File: src/rtl/transform_ctrl_pkg.sv
// Shared types for the 4x4 transform sequencer: state encoding, DC block codes,
// the strobe bundle, and the Moore decode used to build registered outputs.
package transform_ctrl_pkg;

    typedef enum logic [2:0] {
        TC_IDLE   = 3'd0,
        TC_DCONLY = 3'd1,
        TC_IQ     = 3'd2,
        TC_PASS1  = 3'd3,
        TC_PASS2  = 3'd4,
        TC_HOLD   = 3'd5
    } tc_state_e;

    localparam logic [2:0] BT_LUMA16_DC = 3'd1;
    localparam logic [2:0] BT_DC5       = 3'd5;

    typedef struct packed {
        logic       ac_all_0_wr;
        logic       iq_wr;
        logic       dht_wr;
        logic       idct_wr;
        logic       wr_col;
        logic [1:0] wr_idx;
        logic       rd;
        logic       rd_col;
        logic [1:0] rd_idx;
        logic       dht_mode;
        logic       busy;
        logic       valid;
    } tc_out_t;

    function automatic logic is_dc_type(input logic [2:0] bt);
        return (bt == BT_LUMA16_DC) || (bt == BT_DC5);
    endfunction

    function automatic tc_out_t decode(input tc_state_e st, input logic [1:0] cnt, input logic dc);
        tc_out_t o;
        o          = '0;
        o.busy     = (st != TC_IDLE);
        o.dht_mode = o.busy && dc;
        case (st)
            TC_DCONLY: o.ac_all_0_wr = 1'b1;
            TC_IQ: begin
                o.iq_wr  = 1'b1;
                o.wr_idx = cnt;
            end
            TC_PASS1, TC_PASS2: begin
                // Read and write the same line: the bank read is combinational.
                o.rd      = 1'b1;
                o.rd_col  = (st == TC_PASS1);
                o.wr_col  = (st == TC_PASS1);
                o.rd_idx  = cnt;
                o.wr_idx  = cnt;
                o.dht_wr  = dc;
                o.idct_wr = !dc;
            end
            TC_HOLD: o.valid = 1'b1;
            default: ;
        endcase
        return o;
    endfunction

endpackage

File: src/rtl/transform_ctrl_if.sv
// Control/strobe bundle between the transform sequencer and its neighbours.
// master = sequencer side, slave = front end / bank / reconstruction side.
interface transform_ctrl_if;
    logic       ena;
    logic       start;
    logic [2:0] block_type;
    logic       ac_all_0;
    logic       ack;
    logic       AC_all_0_wr;
    logic       IQ_wr;
    logic       DHT_wr;
    logic       IDCT_wr;
    logic       wr_col;
    logic [1:0] wr_idx;
    logic       rd;
    logic       rd_col;
    logic [1:0] rd_idx;
    logic       dht_mode;
    logic       busy;
    logic       valid;

    modport master (
        input  ena, start, block_type, ac_all_0, ack,
        output AC_all_0_wr, IQ_wr, DHT_wr, IDCT_wr, wr_col, wr_idx,
               rd, rd_col, rd_idx, dht_mode, busy, valid
    );

    modport slave (
        output ena, start, block_type, ac_all_0, ack,
        input  AC_all_0_wr, IQ_wr, DHT_wr, IDCT_wr, wr_col, wr_idx,
               rd, rd_col, rd_idx, dht_mode, busy, valid
    );
endinterface

File: src/rtl/transform_ctrl.sv
// Sequencer for one 4x4 transform block: IQ load, column pass, row pass, hold.
// Optional DC-only shortcut enabled by defining TRANSFORM_CTRL_DC_SHORTCUT_EN.
module transform_ctrl
    import transform_ctrl_pkg::*;
(
    input  logic             clk,
    input  logic             rst_n,
    transform_ctrl_if.master bus
);

    tc_state_e  state_q, state_d;
    logic [1:0] cnt_q, cnt_d;
    logic [2:0] bt_q, bt_d;
    tc_out_t    out_q, out_d;
    logic       shortcut;
    logic       accept;

    always_comb begin
        state_d  = state_q;
        cnt_d    = cnt_q;
        bt_d     = bt_q;
        shortcut = 1'b0;
`ifdef TRANSFORM_CTRL_DC_SHORTCUT_EN
        shortcut = bus.ac_all_0 && !is_dc_type(bus.block_type);
`endif
        // HOLD+ack+start re-enters directly so back-to-back blocks have no bubble.
        accept = bus.ena && bus.start &&
                 ((state_q == TC_IDLE) || ((state_q == TC_HOLD) && bus.ack));
        if (accept) begin
            bt_d    = bus.block_type;
            cnt_d   = 2'd0;
            state_d = shortcut ? TC_DCONLY : TC_IQ;
        end else if (bus.ena) begin
            case (state_q)
                TC_IDLE:   ;
                TC_DCONLY: state_d = TC_HOLD;
                TC_IQ: begin
                    cnt_d = cnt_q + 2'd1;
                    if (cnt_q == 2'd3) state_d = TC_PASS1;
                end
                TC_PASS1: begin
                    cnt_d = cnt_q + 2'd1;
                    if (cnt_q == 2'd3) state_d = TC_PASS2;
                end
                TC_PASS2: begin
                    cnt_d = cnt_q + 2'd1;
                    if (cnt_q == 2'd3) state_d = TC_HOLD;
                end
                TC_HOLD: if (bus.ack) state_d = TC_IDLE;
                default: state_d = TC_IDLE;
            endcase
        end
        // Decode the next state so strobes come out of flops aligned with the state.
        out_d = decode(state_d, cnt_d, is_dc_type(bt_d));
    end

    always_ff @(posedge clk or negedge rst_n) begin
        if (!rst_n) begin
            state_q <= TC_IDLE;
            cnt_q   <= 2'd0;
            bt_q    <= 3'd0;
            out_q   <= '0;
        end else begin
            state_q <= state_d;
            cnt_q   <= cnt_d;
            bt_q    <= bt_d;
            out_q   <= out_d;
        end
    end

    assign bus.AC_all_0_wr = out_q.ac_all_0_wr;
    assign bus.IQ_wr       = out_q.iq_wr;
    assign bus.DHT_wr      = out_q.dht_wr;
    assign bus.IDCT_wr     = out_q.idct_wr;
    assign bus.wr_col      = out_q.wr_col;
    assign bus.wr_idx      = out_q.wr_idx;
    assign bus.rd          = out_q.rd;
    assign bus.rd_col      = out_q.rd_col;
    assign bus.rd_idx      = out_q.rd_idx;
    assign bus.dht_mode    = out_q.dht_mode;
    assign bus.busy        = out_q.busy;
    assign bus.valid       = out_q.valid;

endmodule
File: src/flat_wrapper.sv
// flat-port wrapper written by rule: the top's interface ports become plain ports
module transform_ctrl_flat import transform_ctrl_pkg::*;
  (clk, rst_n, bus_ena, bus_start, bus_block_type, bus_ac_all_0, bus_ack, bus_AC_all_0_wr, bus_IQ_wr, bus_DHT_wr, bus_IDCT_wr, bus_wr_col, bus_wr_idx, bus_rd, bus_rd_col, bus_rd_idx, bus_dht_mode, bus_busy, bus_valid);
  transform_ctrl_if bus_i ();
  input  logic clk;
  input  logic rst_n;
  input wire logic [$bits(bus_i.ena)-1:0] bus_ena;
  input wire logic [$bits(bus_i.start)-1:0] bus_start;
  input wire logic [$bits(bus_i.block_type)-1:0] bus_block_type;
  input wire logic [$bits(bus_i.ac_all_0)-1:0] bus_ac_all_0;
  input wire logic [$bits(bus_i.ack)-1:0] bus_ack;
  output wire logic [$bits(bus_i.AC_all_0_wr)-1:0] bus_AC_all_0_wr;
  output wire logic [$bits(bus_i.IQ_wr)-1:0] bus_IQ_wr;
  output wire logic [$bits(bus_i.DHT_wr)-1:0] bus_DHT_wr;
  output wire logic [$bits(bus_i.IDCT_wr)-1:0] bus_IDCT_wr;
  output wire logic [$bits(bus_i.wr_col)-1:0] bus_wr_col;
  output wire logic [$bits(bus_i.wr_idx)-1:0] bus_wr_idx;
  output wire logic [$bits(bus_i.rd)-1:0] bus_rd;
  output wire logic [$bits(bus_i.rd_col)-1:0] bus_rd_col;
  output wire logic [$bits(bus_i.rd_idx)-1:0] bus_rd_idx;
  output wire logic [$bits(bus_i.dht_mode)-1:0] bus_dht_mode;
  output wire logic [$bits(bus_i.busy)-1:0] bus_busy;
  output wire logic [$bits(bus_i.valid)-1:0] bus_valid;
  assign bus_i.ena = bus_ena;
  assign bus_i.start = bus_start;
  assign bus_i.block_type = bus_block_type;
  assign bus_i.ac_all_0 = bus_ac_all_0;
  assign bus_i.ack = bus_ack;
  assign bus_AC_all_0_wr = bus_i.AC_all_0_wr;
  assign bus_IQ_wr = bus_i.IQ_wr;
  assign bus_DHT_wr = bus_i.DHT_wr;
  assign bus_IDCT_wr = bus_i.IDCT_wr;
  assign bus_wr_col = bus_i.wr_col;
  assign bus_wr_idx = bus_i.wr_idx;
  assign bus_rd = bus_i.rd;
  assign bus_rd_col = bus_i.rd_col;
  assign bus_rd_idx = bus_i.rd_idx;
  assign bus_dht_mode = bus_i.dht_mode;
  assign bus_busy = bus_i.busy;
  assign bus_valid = bus_i.valid;
  transform_ctrl u_core (.clk(clk), .rst_n(rst_n), .bus(bus_i));
endmodule
File: config.mk
export PLATFORM = sky130hd
export DESIGN_NAME = transform_ctrl_flat
export DESIGN_NICKNAME = d
export VERILOG_FILES = /design/src/rtl/transform_ctrl_pkg.sv /design/src/rtl/transform_ctrl_if.sv /design/src/rtl/transform_ctrl.sv /design/src/flat_wrapper.sv
export SDC_FILE = /design/constraint.sdc
export NUM_CORES = 1
export LEC_CHECK = 0
export ABC_AREA = 1
export BUFFER_PORTS_ARGS = -buffer_cell sky130_fd_sc_hd__buf_2
export CELL_PAD_IN_SITES_DETAIL_PLACEMENT = 0
export CELL_PAD_IN_SITES_GLOBAL_PLACEMENT = 1
export CORE_UTILIZATION = 34
export CTS_BUF_LIST = sky130_fd_sc_hd__clkbuf_4 sky130_fd_sc_hd__clkbuf_8 sky130_fd_sc_hd__clkbuf_16
export DETAILED_ROUTE_END_ITERATION = 16
export GPL_ROUTABILITY_DRIVEN = 0
export GPL_TIMING_DRIVEN = 0
export PLACE_DENSITY = 0.71
export SYNTH_ARGS = -nofsm -noshare
export SYNTH_HDL_FRONTEND = slang
export SYNTH_SLANG_ARGS = --single-unit
File: constraint.sdc
create_clock -name clk -period 1.3 [get_ports clk]
set_input_delay 0.39 -clock clk [delete_from_list [all_inputs] [get_ports clk]]
set_output_delay 0.39 -clock clk [all_outputs]
set_load 0.01 [all_outputs]
==> impl_metrics.env <==
export IMPL_status="finished, violations left"
export IMPL_violations="setup timing"
export IMPL_die_h_um=54.0
export IMPL_min_period_ns=1.49
export IMPL_rr_startpoint="u_core.cnt_q[0]$_DFF_PN0_"
export IMPL_power_density_nw_per_um2=2370
export IMPL_combPwrFrac=0.545
export IMPL_hold_path_class="in2async"
export IMPL_cts_tree="built"
export IMPL_crit_arrival_ns=1.72
export IMPL_cts_buffer_depth=2
export IMPL_coreArea_um2=2520
export IMPL_timing_final_hold_violations=0
export IMPL_seqCellArea_um2=503
export IMPL_synth_nets=111
export IMPL_synth_warnings=0
export IMPL_clkPwrFrac=0.116
export IMPL_drtPass1Iterations=4
export IMPL_yosysMostFrequentCell="nand2_1"
export IMPL_grt_pass1_vias=655
export IMPL_synth_top_area_frac=0.544
export IMPL_syn_area_um2=920
export IMPL_syn_to_final_growth_pct=35.8
export IMPL_drive_gt1_frac=0.519
export IMPL_rows=18
export IMPL_setup_violations=15
export IMPL_numPortBuffers=20
export IMPL_grt_max_degree=21
export IMPL_r2r_slack_ns=-0.19
export IMPL_synth_area_leaders="dfrtp_1, nand2_1, inv_1"
export IMPL_grt_usage=0.140
export IMPL_grt_first_pass_wirelength_um=2840
export IMPL_routed_wl_um=1710
export IMPL_htree_levels=1
export IMPL_initial_core_util=0.365
export IMPL_cts_root_buf="clkbuf_4"
export IMPL_crit_fanout=7
export IMPL_fmax_mhz=673
export IMPL_multi_input_area_um2=455
export IMPL_ff2ff_path_depth=7
export IMPL_postLayoutSetupSlackWorst_ns=-0.187
export IMPL_final_antenna_net_count=0
export IMPL_crit_type="reg2reg"
export IMPL_ys_seq_elements=20
export IMPL_worstMarginPinSlew_ns=0.432
export IMPL_syn_mean_instance_area_um2=9.11
export IMPL_dieArea_um2=2920
export IMPL_final_cell_area_um2=1250
export IMPL_clkLatencyLatePin_ns=0.29
export IMPL_skew_ns=0.00578
export IMPL_drt_iter0_drc=5
export IMPL_via_per_inst=4.69
export IMPL_fin_nets=140
export IMPL_ys_seq_area_frac=0.544
export IMPL_crit_path_end="u_core.bus.rd_idx[1]$_DFF_PN0_"
export IMPL_crit_start="u_core.cnt_q[0]$_DFF_PN0_"
export IMPL_synth_edff_count=0
export IMPL_avgRoutedWirePerCell_um=10.8
export IMPL_num_fill_cells=269
export IMPL_boundaryPins=23
export IMPL_start_kind="register"
export IMPL_antenna_found_initial=0
export IMPL_gr_total_overflow=0
export IMPL_ys_flop_type="dfrtp_1"
export IMPL_synth_distinct_cells=22
export IMPL_rsz0062_at_grt="true"
export IMPL_netlist_top_cell_by_area="dfrtp_1"
export IMPL_finalCritPeriodShare=1.14
export IMPL_cap_viol_max_count=0
export IMPL_place_area_um2=1090
export IMPL_cts_clk_slew_worst_paths_ns=0.10
export IMPL_critical_path_required_ns=1.53
export IMPL_seq_power_share=0.340
export IMPL_end_kind="register"
export IMPL_cts_buffers=3
export IMPL_hold_buffers=0
export IMPL_r2r_end="u_core.bus.rd_idx[1]$_DFF_PN0_"
export IMPL_async_reset_ff_frac=1.00
export IMPL_dr_total_vias=745
export IMPL_antenna_cells=0
export IMPL_yosys_top_cells_count="nand2_1, dfrtp_1, inv_1, a21oi_1, nor2_1"
export IMPL_power_switching_mw=1.27
export IMPL_postSynthCellCount=101
export IMPL_die_w_um=54.0
export IMPL_final_core_util=0.495
export IMPL_netSwitchingFraction=0.430
export IMPL_p_leak_nw=0.653
export IMPL_hpwl_um=1270
export IMPL_intPower_mw=1.69
export IMPL_clkSinkCount=20
export IMPL_drc=0
export IMPL_fin_hold_ws_ns=0.0216
export IMPL_slew_headroom=0.712
export IMPL_ir_drop_uv=1380
export IMPL_drv_slew=0
per-stage QoR:
stage | setup slack [ns] | instances | total power, mW | setup TNS [ns]
after floorplan | -0.0537 | 101 | 1.98 | -0.388
after global placement | -0.211 | 151 | 2.30 | -2.37
after detailed placement | -0.250 | 151 | 2.32 | -2.73
after CTS | -0.168 | 157 | 2.84 | -1.91
after global routing | -0.259 | 159 | 3.21 | -3.16
final | -0.187 | 159 | 2.96 | -1.83
critical path, cell delays in order, from the launching register on:
cell and delay [ns]:
dfrtp_1 0.43, ha_4 0.19, or2_4 0.22, nand2_2 0.06, nand3_2 0.09, nand2_4 0.11, nand3_4 0.14, a21oi_2 0.17
area by class of cell:
| class | instances | share of cell area |
|---|---|---|
| Buffer | 1 | 0.00902 |
| Clock buffer | 4 | 0.0291 |
| Inverter | 14 | 0.0461 |
| Multi-Input combinational cell | 65 | 0.365 |
| Sequential cell | 20 | 0.403 |
| Tap cell | 30 | 0.0301 |
| Timing Repair Buffer | 25 | 0.118 |
registers in the layout, indices dropped and copies added, names as in the netlist, 2 cells and up:
register and count:
u_core.state_q 3, u_core.bt_q 2, u_core.bus.rd_idx 2, u_core.bus.wr_idx 2
u_core.cnt_q 2
power by group through the flow:
stage	sequential (mW)	combinational, mW	clock (mW)
after CTS	1.01	1.47	0.360
final	1.01	1.61	0.342
after global placement	0.988	1.31	0
after floorplan	1.05	0.938	0
after global routing	1.04	1.80	0.380
after detailed placement	0.988	1.33	0
worst min path at each step:
| stage | start | end | slack [ns] |
|---|---|---|---|
| after floorplan | rst_n | u_core.bt_q[0]$_DFF_PN0_ | 0.09 |
| after global placement | rst_n | u_core.bus.dht_mode$_DFF_PN0_ | 0.35 |
| after detailed placement | rst_n | u_core.bus.dht_mode$_DFF_PN0_ | 0.36 |
| after CTS | rst_n | u_core.bus.wr_idx[0]$_DFF_PN0_ | 0.03 |
| after global routing | rst_n | u_core.bus.wr_idx[1]$_DFF_PN0_ | 0.04 |
| final | rst_n | u_core.bus.wr_idx[1]$_DFF_PN0_ | 0.02 |
repair_timing:
action / CTS / global route
buffers inserted: 3 / 2
gates resized for setup: 14 / 11
setup endpoints to repair: 18 / 19
pin swaps: 7 / 10
cell families after synthesis:
logic type,count (synthesis),synth area share
buffers and inverters,16,0.0776
AO/OA/AOI/OAI,11,0.0789
adder cells (fa/ha/maj),1,0.0136
flip-flops,20,0.544
AND/OR/NAND/NOR,53,0.286
placed cells by master, fill, tap and decap left out, drive strengths merged:
cell type / n
nand2: 32
buf: 26
dfrtp: 20
inv: 14
a21oi: 10
nor2: 10
nand3: 7
clkbuf: 4
nand4: 1
nor3: 1
or2: 1
nand3b: 1
o211ai: 1
ha: 1
routing by layer:
layer | track usage | wire, um | vias to the layer above
li1 | - | - | 372
met3 | 0.0508 | 72 | 2
met2 | 0.226 | 883 | 14
met5 | 0 | 0 | -
met1 | 0.176 | 745 | 357
met4 | 0.0385 | 12 | 0
(Power assumes the default switching activity.)
